--- src/rtl/pre_if_stage_pkg.sv ---
// Shared definitions for the pre-IF fetch-address generator: reset PC, PC-queue
// entry layout and redirect-priority encoding.
package pre_if_stage_pkg;

    localparam logic [31:0] RESET_PC_DEF = 32'hBFC0_0000;

    typedef struct packed {
        logic [31:0] pc;
        logic        discard;
    } pcq_entry_t;

    typedef enum logic [1:0] {
        REDIR_NONE = 2'd0,
        REDIR_BR   = 2'd1,
        REDIR_EXC  = 2'd2
    } redir_t;

    // An exception always wins; a branch is dropped while an exception redirect is pending.
    function automatic redir_t f_redir_sel(input logic exc, input logic br, input redir_t pend);
        redir_t kind;
        kind = REDIR_NONE;
        if (exc)
            kind = REDIR_EXC;
        else if (br && (pend != REDIR_EXC))
            kind = REDIR_BR;
        return kind;
    endfunction

    function automatic logic f_cancels(input redir_t kind, input logic [31:0] pc,
                                       input logic [31:0] keep_pc);
        return (kind == REDIR_EXC) || ((kind == REDIR_BR) && (pc != keep_pc));
    endfunction

endpackage

--- src/rtl/pre_if_stage_pc_queue.sv ---
// In-order queue of outstanding fetch PCs with a parallel discard-marking port
// (mark every entry, or every entry whose pc differs from a kept pc).
module pre_if_stage_pc_queue
    import pre_if_stage_pkg::*;
#(
    parameter  int QDEPTH = 2,
    localparam int CW     = $clog2(QDEPTH + 1)
) (
    input  logic          clk,
    input  logic          rst_n,
    input  logic          i_push,
    input  pcq_entry_t    i_push_entry,
    input  logic          i_pop,
    input  logic          i_mark_all,
    input  logic          i_mark_except,
    input  logic [31:0]   i_keep_pc,
    output pcq_entry_t    o_head,
    output logic          o_full,
    output logic          o_empty,
    output logic [CW-1:0] o_count
);

    localparam int PW = (QDEPTH > 1) ? $clog2(QDEPTH) : 1;

    pcq_entry_t    r_mem [QDEPTH];
    logic [PW-1:0] r_wptr;
    logic [PW-1:0] r_rptr;
    logic [CW-1:0] r_count;

    logic w_pop_ok;
    logic w_push_ok;

    function automatic logic [PW-1:0] f_inc(input logic [PW-1:0] ptr);
        logic [PW-1:0] nxt;
        if (ptr == PW'(QDEPTH - 1))
            nxt = '0;
        else
            nxt = ptr + 1'b1;
        return nxt;
    endfunction

    assign w_pop_ok  = i_pop && (r_count != '0);
    assign w_push_ok = i_push && (!o_full || w_pop_ok);

    always_ff @(posedge clk or negedge rst_n) begin
        if (!rst_n) begin
            r_wptr  <= '0;
            r_rptr  <= '0;
            r_count <= '0;
        end else begin
            if (w_push_ok)
                r_wptr <= f_inc(r_wptr);
            if (w_pop_ok)
                r_rptr <= f_inc(r_rptr);
            case ({w_push_ok, w_pop_ok})
                2'b10:   r_count <= r_count + 1'b1;
                2'b01:   r_count <= r_count - 1'b1;
                default: r_count <= r_count;
            endcase
        end
    end

    // Stale slots may be marked too; they are fully overwritten on their next push.
    always_ff @(posedge clk) begin
        for (int i = 0; i < QDEPTH; i++) begin
            if (i_mark_all || (i_mark_except && (r_mem[i].pc != i_keep_pc)))
                r_mem[i].discard <= 1'b1;
        end
        if (w_push_ok)
            r_mem[r_wptr] <= i_push_entry;
    end

    assign o_head  = r_mem[r_rptr];
    assign o_full  = (r_count == CW'(QDEPTH));
    assign o_empty = (r_count == '0);
    assign o_count = r_count;

endmodule

--- src/rtl/pre_if_stage.sv ---
// Pre-IF stage: generates sequential fetch requests, applies cp0/branch redirects
// and pairs each returned instruction with its PC and discard flag.
module pre_if_stage
    import pre_if_stage_pkg::*;
#(
    parameter logic [31:0] RESET_PC = RESET_PC_DEF,
    parameter int          QDEPTH   = 2
) (
    input  logic        clk,
    input  logic        reset,
    input  logic        exception_like_now,
    input  logic [31:0] exception_like_now_pc,
    input  logic        br_taken,
    input  logic [31:0] br_pc,
    input  logic [31:0] br_target,
    input  logic        fs_allowin,
    output logic        inst_req,
    output logic [31:0] inst_addr,
    input  logic        inst_addr_ok,
    input  logic        inst_data_ok,
    output logic        fs_valid,
    output logic [31:0] fs_pc,
    output logic        fs_discard
);

    localparam int CW = $clog2(QDEPTH + 1);

    logic [31:0] r_cur_pc;
    logic        r_inst_req;
    redir_t      r_pend_kind;
    logic [31:0] r_pend_target;
    logic        r_pend_disc;

    logic          w_hs;
    logic          w_pop;
    redir_t        w_kind;
    logic [31:0]   w_target;
    logic [31:0]   w_keep_pc;
    logic          w_push_disc;
    pcq_entry_t    w_push_entry;
    pcq_entry_t    w_q_head;
    logic          w_q_full;
    logic          w_q_empty;
    logic [CW-1:0] w_q_count;
    logic [CW-1:0] w_cnt_next;
    logic          w_issue;

    assign w_hs      = r_inst_req && inst_addr_ok;
    assign w_pop     = inst_data_ok && !w_q_empty;
    assign w_kind    = f_redir_sel(exception_like_now, br_taken, r_pend_kind);
    assign w_target  = (w_kind == REDIR_EXC) ? exception_like_now_pc : br_target;
    assign w_keep_pc = br_pc + 32'd4;

    // The request being accepted now (or held) inherits any discard already owed to it.
    assign w_push_disc        = r_pend_disc || f_cancels(w_kind, r_cur_pc, w_keep_pc);
    assign w_push_entry.pc      = r_cur_pc;
    assign w_push_entry.discard = w_push_disc;

    // A new request only rises if it still fits once this cycle's push/pop settle.
    assign w_cnt_next = w_q_count + CW'(w_hs) - CW'(w_pop);
    assign w_issue    = fs_allowin && (w_cnt_next < CW'(QDEPTH));

    pre_if_stage_pc_queue #(
        .QDEPTH (QDEPTH)
    ) u_pc_queue (
        .clk           (clk),
        .rst_n         (reset),
        .i_push        (w_hs),
        .i_push_entry  (w_push_entry),
        .i_pop         (w_pop),
        .i_mark_all    (w_kind == REDIR_EXC),
        .i_mark_except (w_kind == REDIR_BR),
        .i_keep_pc     (w_keep_pc),
        .o_head        (w_q_head),
        .o_full        (w_q_full),
        .o_empty       (w_q_empty),
        .o_count       (w_q_count)
    );

    always_ff @(posedge clk or negedge reset) begin
        if (!reset) begin
            r_cur_pc      <= RESET_PC;
            r_inst_req    <= 1'b0;
            r_pend_kind   <= REDIR_NONE;
            r_pend_target <= '0;
            r_pend_disc   <= 1'b0;
        end else begin
            r_inst_req <= (r_inst_req && !inst_addr_ok) ? 1'b1 : w_issue;
            if (w_hs) begin
                r_pend_kind <= REDIR_NONE;
                r_pend_disc <= 1'b0;
                if (w_kind != REDIR_NONE)
                    r_cur_pc <= w_target;
                else if (r_pend_kind != REDIR_NONE)
                    r_cur_pc <= r_pend_target;
                else
                    r_cur_pc <= r_cur_pc + 32'd4;
            end else if (r_inst_req) begin
                // Address must stay stable while the bus has not accepted it.
                if (w_kind != REDIR_NONE) begin
                    r_pend_kind   <= w_kind;
                    r_pend_target <= w_target;
                    r_pend_disc   <= w_push_disc;
                end
            end else if (w_kind != REDIR_NONE) begin
                r_cur_pc <= w_target;
            end
        end
    end

    assign inst_req   = r_inst_req;
    assign inst_addr  = r_cur_pc;
    assign fs_valid   = w_pop;
    assign fs_pc      = w_q_head.pc;
    assign fs_discard = w_pop && (w_q_head.discard || f_cancels(w_kind, w_q_head.pc, w_keep_pc));

    a_no_data_when_empty: assert property (@(posedge clk) disable iff (!reset)
        !(inst_data_ok && w_q_empty));

    a_no_overflow: assert property (@(posedge clk) disable iff (!reset)
        !(w_hs && w_q_full && !w_pop));

endmodule

--- config.mk ---
export PLATFORM = sky130hd
export DESIGN_NAME = pre_if_stage
export DESIGN_NICKNAME = d
export VERILOG_FILES = /design/src/rtl/pre_if_stage_pkg.sv /design/src/rtl/pre_if_stage_pc_queue.sv /design/src/rtl/pre_if_stage.sv
export SDC_FILE = /design/constraint.sdc
export NUM_CORES = 1
export LEC_CHECK = 0
export ABC_CLOCK_PERIOD_IN_PS = 3400
export BUFFER_PORTS_ARGS = -buffer_cell sky130_fd_sc_hd__buf_2
export CELL_PAD_IN_SITES_DETAIL_PLACEMENT = 1
export CELL_PAD_IN_SITES_GLOBAL_PLACEMENT = 1
export CORE_ASPECT_RATIO = 0.75
export CORE_MARGIN = 10
export CORE_UTILIZATION = 45
export CTS_BUF_LIST = sky130_fd_sc_hd__clkbuf_4 sky130_fd_sc_hd__clkbuf_8
export CTS_CLUSTER_SIZE = 14
export DETAILED_ROUTE_END_ITERATION = 6
export PLACE_DENSITY_LB_ADDON = 0.1
export REMOVE_ABC_BUFFERS = 1
export SYNTH_ARGS = -nofsm -noshare
export SYNTH_HDL_FRONTEND = slang
export SYNTH_HIERARCHICAL = 1
export SYNTH_SLANG_ARGS = --single-unit
--- constraint.sdc ---
create_clock -name clk -period 3.4 [get_ports clk]
set_input_delay 0.34 -clock clk [delete_from_list [all_inputs] [get_ports clk]]
set_output_delay 0.34 -clock clk [all_outputs]
set_load 0.005 [all_outputs]
**Word-level counts from Yosys, hierarchy flattened**

Memories as Yosys holds them, arrays and structs flattened.
Index checks and enable logic that the tools add are counted.

- $add $sub $neg: 8
- $lt $le $gt $ge: 1
- Equal/unequal tests: 11
- Multiplexer cells: 24
- Bitwise gates (word level): 1
- Reductions and logical operators: 32

Operators with widths:

| cell | count |
|---|---|
| $mux 32 | 6 |
| $ne 32x32->1 | 4 |
| $add 32x3->32 const B | 2 |
| $mux 1 | 13 |
| $logic_and 1x1->1 | 12 |
| $reduce_bool 2->1 | 6 |
| $mux 2 | 4 |
| $logic_or 1x1->1 | 7 |
| $eq 2x2->1 const B | 3 |
| $eq 2x1->1 const B | 2 |
| $pmux 2 s2 | 1 |
| $reduce_and 2->1 | 2 |
| $logic_not 1->1 | 3 |
| $reduce_and 3->1 | 1 |
| $add 1x1->1 const B | 2 |
| $add 2x1->2 | 1 |
| $add 2x1->2 const B | 1 |
| $logic_not 2->1 | 1 |
| $lt 2x2->1 const B | 1 |
| $ne 2x1->1 const B | 1 |
| $ne 2x2->1 const B | 1 |
| $sub 2x1->2 | 1 |
| $sub 2x1->2 const B | 1 |
| $not 1->1 | 1 |

- Register bits: 72
- Bits in writable memories: 66
- Bits of input ports: 103
- Logic and storage cells: 86
- Memories: 1

Memory list:

| name | words | width | rd ports | clocked after memory_dff | wr ports | RTL line | RTL |
|---|---|---|---|---|---|---|---|
| u_pc_queue.r_mem | 2 | 33 | 3 | 0 | 3 | pre_if_stage_pc_queue.sv:25 | `pcq_entry_t r_mem [QDEPTH];` |

**Logic depth before layout (Yosys ltp)**

- Depth after elaboration: 11
- Mapped depth: 13
- Depth with buffers taken out: 11

**By module**

The synthesis kept the hierarchy.

Modules (own cells, without submodules):

| module | times used | cells each | area an instance (um2) |
|---|---|---|---|
| pre_if_stage | 1 | 850 | 6,600.1 |
| pre_if_stage_pc_queue | 1 | 215 | 3,358.2 |

**Worst setup path after synthesis**

No wires, ideal clock.

- Kind: register to register
- From: reg u_pc_queue.r_count[1] (netlist: u_pc_queue/o_count[1])
- To: mem u_pc_queue/r_mem[0][10] (netlist name), enable pin
- Setup time: 0.423 ns
- Arrival time: 2.398 ns
- Data required time: 2.977 ns
- Slack: 0.580 ns
- Cell stages (with the launch flop): 5
- Path buffers: 0
- Cell sequence: dfrtp_1 nor2_1 nor2b_1 o21ai_4 nor2_1

RTL lines:

| what | RTL line | RTL |
|---|---|---|
| start: declaration | pre_if_stage_pc_queue.sv:28 | `logic [CW-1:0] r_count;` |
| start signal: assignment | pre_if_stage_pc_queue.sv:56 | `2'b10: r_count <= r_count + 1'b1;` |
| start signal: assignment | pre_if_stage_pc_queue.sv:57 | `2'b01: r_count <= r_count - 1'b1;` |
| start signal: assignment | pre_if_stage_pc_queue.sv:58 | `default: r_count <= r_count;` |
| end: declaration | pre_if_stage_pc_queue.sv:25 |  |

**Worst setup path after layout**

- From: reg u_pc_queue.r_rptr
- To: out fs_discard

- Longest elaborated chain between the ends: 6

RTL lines:

| what | RTL line | RTL |
|---|---|---|
| start: declaration | pre_if_stage_pc_queue.sv:27 | `logic [PW-1:0] r_rptr;` |
| start signal: assignment | pre_if_stage_pc_queue.sv:54 | `r_rptr <= f_inc(r_rptr);` |
| $mem_v2 2x33 * | n/a |  |
| $ne 32x32->1 | pre_if_stage_pkg.sv:31 | `return (kind == REDIR_EXC) \|\| ((kind == REDIR_BR) && (pc != keep_pc));` |
| $logic_and 1x1->1 | pre_if_stage_pkg.sv:31 |  |
| $logic_or 1x1->1 | pre_if_stage_pkg.sv:31 |  |
| $logic_or 1x1->1 * | pre_if_stage.sv:115 | `assign fs_discard = w_pop && (w_q_head.discard \|\| f_cancels(w_kind, w_q_head.pc, w_keep_pc));` |
| $logic_and 1x1->1 * | pre_if_stage.sv:115 |  |
| end: declaration | pre_if_stage.sv:23 | `output logic fs_discard` |

Mark *: on every way between the ends. The rest lies on a longest branch, timed or not.

==> key figures <==
Place
  – GP Congestion: 1.01
  – IO Port Bufs: 169
  – Placed Cells: 1530
  – Placement Cell Area: 11400 µm²
  – DP HPWL: 29400 µm

Clocking
  – Root Buffer: clkbuf_8
  – Clk_lat worst skew: 470 ps
  – H-tree Lvls: 4
  – Cts hold-fix bufs: 0
  – Max Root-Sink Buffers: 2
  – Total CTS buffers: 17
  – CTS tree: yes
  – Clk slew on worst S/H paths: 90 ps
  – Clock Sinks: 138

Critical path
  – End point of the critical path: fs_discard
  – Critical path data arrival time: 2990 ps
  – Critical path fanouts, max: 4
  – Worst R2R Setup Slack: 300 ps
  – CP required: 3060 ps
  – Reg2Reg Depth: 10
  – R2r endpoint: u_pc_queue/r_mem[0][0]$_DFF_P_
  – Startpoint Class: flop
  – Setup CP Type: reg2out
  – RR Startpoint: inst_addr[2]$_DFFE_PN0P_
  – CP Launch Point: u_pc_queue/r_rptr$_DFFE_PN0P_
  – CP Capture Type: output pin

Power and ir drop
  – Switching Fraction: 45.0%
  – Pwr Density: 775 nW/µm²
  – Seq pwr share: 34.7%
  – Combinational Power Share: 50.2%
  – Pint: 5.09 mW
  – VDD IR max: 0.000375 V
  – Clk network pwr share: 15.0%
  – Leakage power figure: 4.99 nW
  – Final Power: 9.25 mW
  – Net Sw Power: 4.16 mW

Timing
  – Part of the cycle the worst path needs: 98.0%
  – Final Setup Violations: 0
  – Fin crit period: 3330 ps
  – Worst-Margin Slew: 975 ps
  – Final Hold Viols: 0
  – Fin. max-slew vios: 0
  – Worst slew margin: 35.0%
  – Fmax: 300 MHz
  – Layout Skew: 18.9 ps

Route
  – DRC Markers: 0
  – Vias after detailed routing: 9367
  – Total Routed Length: 38900 µm
  – TritonRoute pass-1 iters: 5
  – Vias per cell: 5.99
  – Detailed-route wire length per cell: 24.9 µm
  – Antenna Violating Nets Remaining: 0
  – Number of DRC markers in iteration 0: 785

Synthesis
  – Synth warn: 6
  – Mapped cell area: 9950 µm²
  – Cells after synthesis: 1064
  – Synth Area per Inst: 9.36 µm²

Global route
  – GRT Util Overall: 26.8%
  – Pin count of the biggest net entering global routing: 73
  – GRT overflow: 0
  – Vias in the first global route: 9900
  – First-pass GRT wire length: 59100 µm
  – Antenna violations before repair: 0

Floorplanning
  – Chip Width: 192 µm
  – Site Rows: 47
  – Core area: 21900 µm²
  – Initial Utilization: 45.4%
  – DIE AREA: 28500 µm²
  – Ports: 170
  – Die height: 149 µm

Finish
  – P&R area growth vs syn: 19.9%
  – Final nets: 1363
  – Post-Layout Inst Area: 11900 µm²
  – Fillers: 2541
  – Fin util: 54.4%
  – Non-filler cells, final: 1563
  – # diodes: 0
  – Share of layout cells above drive strength 1: 28.9%

Status
  – Outcome: complete, no violations

Min path
  – HP Class: in2async

Flow run
  – MaxCap Viol Count: 0
==> metrics by stage <==
step	TNS (ps)	worst slack, ps	hold WS, ps
6_report	0	67.3	6.03
5_1_grt	-57.5	-57.5	62.8
2_1_floorplan	0	352	44.4
4_1_cts	0	33.1	48.9
3_5_place_dp	0	35.7	471
3_3_place_gp	0	42.1	457
==> layout by cell type (no fill, tap or decap), types with 7 or more instances in the layout <==
cell type    n
o21ai_0     82
inv_1       23
mux2i_1     35
nand2b_1     7
nor4_2      11
clkbuf_8    19
dfrtp_1     63
nand2_1    105
and4_1       8
and3_1      17
nor2_1      52
a21oi_1     57
nor3_1      16
xnor2_2      7
o22ai_1     27
xor2_1     112
mux2_2      31
nor4_1      13
nand4_1     27
edfxtp_1    64
buf_4       75
o21a_1      14
buf_2      168
nand3_1     33
dfstp_2      9
xnor2_1     55
==> worst min-delay path by stage <==
| stage | slack (ps) | to | cells past startpoint | startpoint |
|---|---|---|---|---|
| final | 6 | r_pend_target[3]$_DFFE_PN0P_ | 1 | reset |
| after global routing | 60 | r_pend_target[3]$_DFFE_PN0P_ | 1 | reset |
| after CTS | 50 | r_pend_target[4]$_DFFE_PN0P_ | 1 | reset |
| after detailed placement | 470 | r_pend_target[9]$_DFFE_PN0P_ | 2 | r_pend_target[9]$_DFFE_PN0P_ |
| after global placement | 460 | r_pend_target[31]$_DFFE_PN0P_ | 2 | r_pend_target[31]$_DFFE_PN0P_ |
| after floorplan | 40 | inst_addr[0]$_DFFE_PN0P_ | 0 | reset |
==> layout make-up <==
cell class | instances | area (µm²) | area share, %
clock inverter | 12 | 121 | 1.02
tap | 294 | 368 | 3.08
sequential | 138 | 3770 | 31.6
multi-input combinational | 828 | 5860 | 49.1
inverter | 25 | 93.8 | 0.786
clock buffer | 20 | 269 | 2.25
timing repair buffer | 246 | 1450 | 12.1
==> critical path, cell delays in order, from the launching register on <==
cell      delay (ps)
dfrtp_1          440
buf_6            160
mux2_4           300
xor2_1           160
nor3_2           220
buf_4            160
o211ai_1         150
a311o_1          330
nor3_2           110
nand4_1          120
nor4_2           150
a21oi_1          110
buf_2            140
==> routing by layer <==
| metal | vias to the layer above | global-route usage (%) | share of wire [%] |
|---|---|---|---|
| li1 | 4241 | - | - |
| met1 | 4687 | 36.0 | 45 |
| met5 | - | 0 | 0 |
| met3 | 68 | 5.16 | 6.5 |
| met2 | 371 | 42.2 | 46 |
| met4 | 0 | 9.66 | 3.0 |
==> sequential cells by signal (all words and copies together), names as in the netlist <==
register / cells
r_pend_kind: 2
inst_addr: 32
u_pc_queue/o_count: 2
r_pend_disc: 1
u_pc_queue/r_mem: 66
r_pend_target: 32
inst_req: 1
u_pc_queue/r_rptr: 1
u_pc_queue/r_wptr: 1
==> power groups by stage <==
stage | Clock, mW | Combinational (mW) | Sequential, mW
after CTS | 1.42 | 4.56 | 3.19
after global routing | 1.48 | 5.04 | 3.29
after global placement | 0 | 4.39 | 3.19
final | 1.39 | 4.65 | 3.21
after floorplan | 0 | 2.37 | 3.18
after detailed placement | 0 | 4.50 | 3.22
==> repair_timing <==
| action | in CTS | in global routing |
|---|---|---|
| setup endpoints to repair | 1 | 1 |
| gates resized for setup | 3 | 16 |
| pin swaps | 4 | 1 |
| buffers inserted | 1 | 0 |
Note: power is estimated with default switching activity, not from simulation.
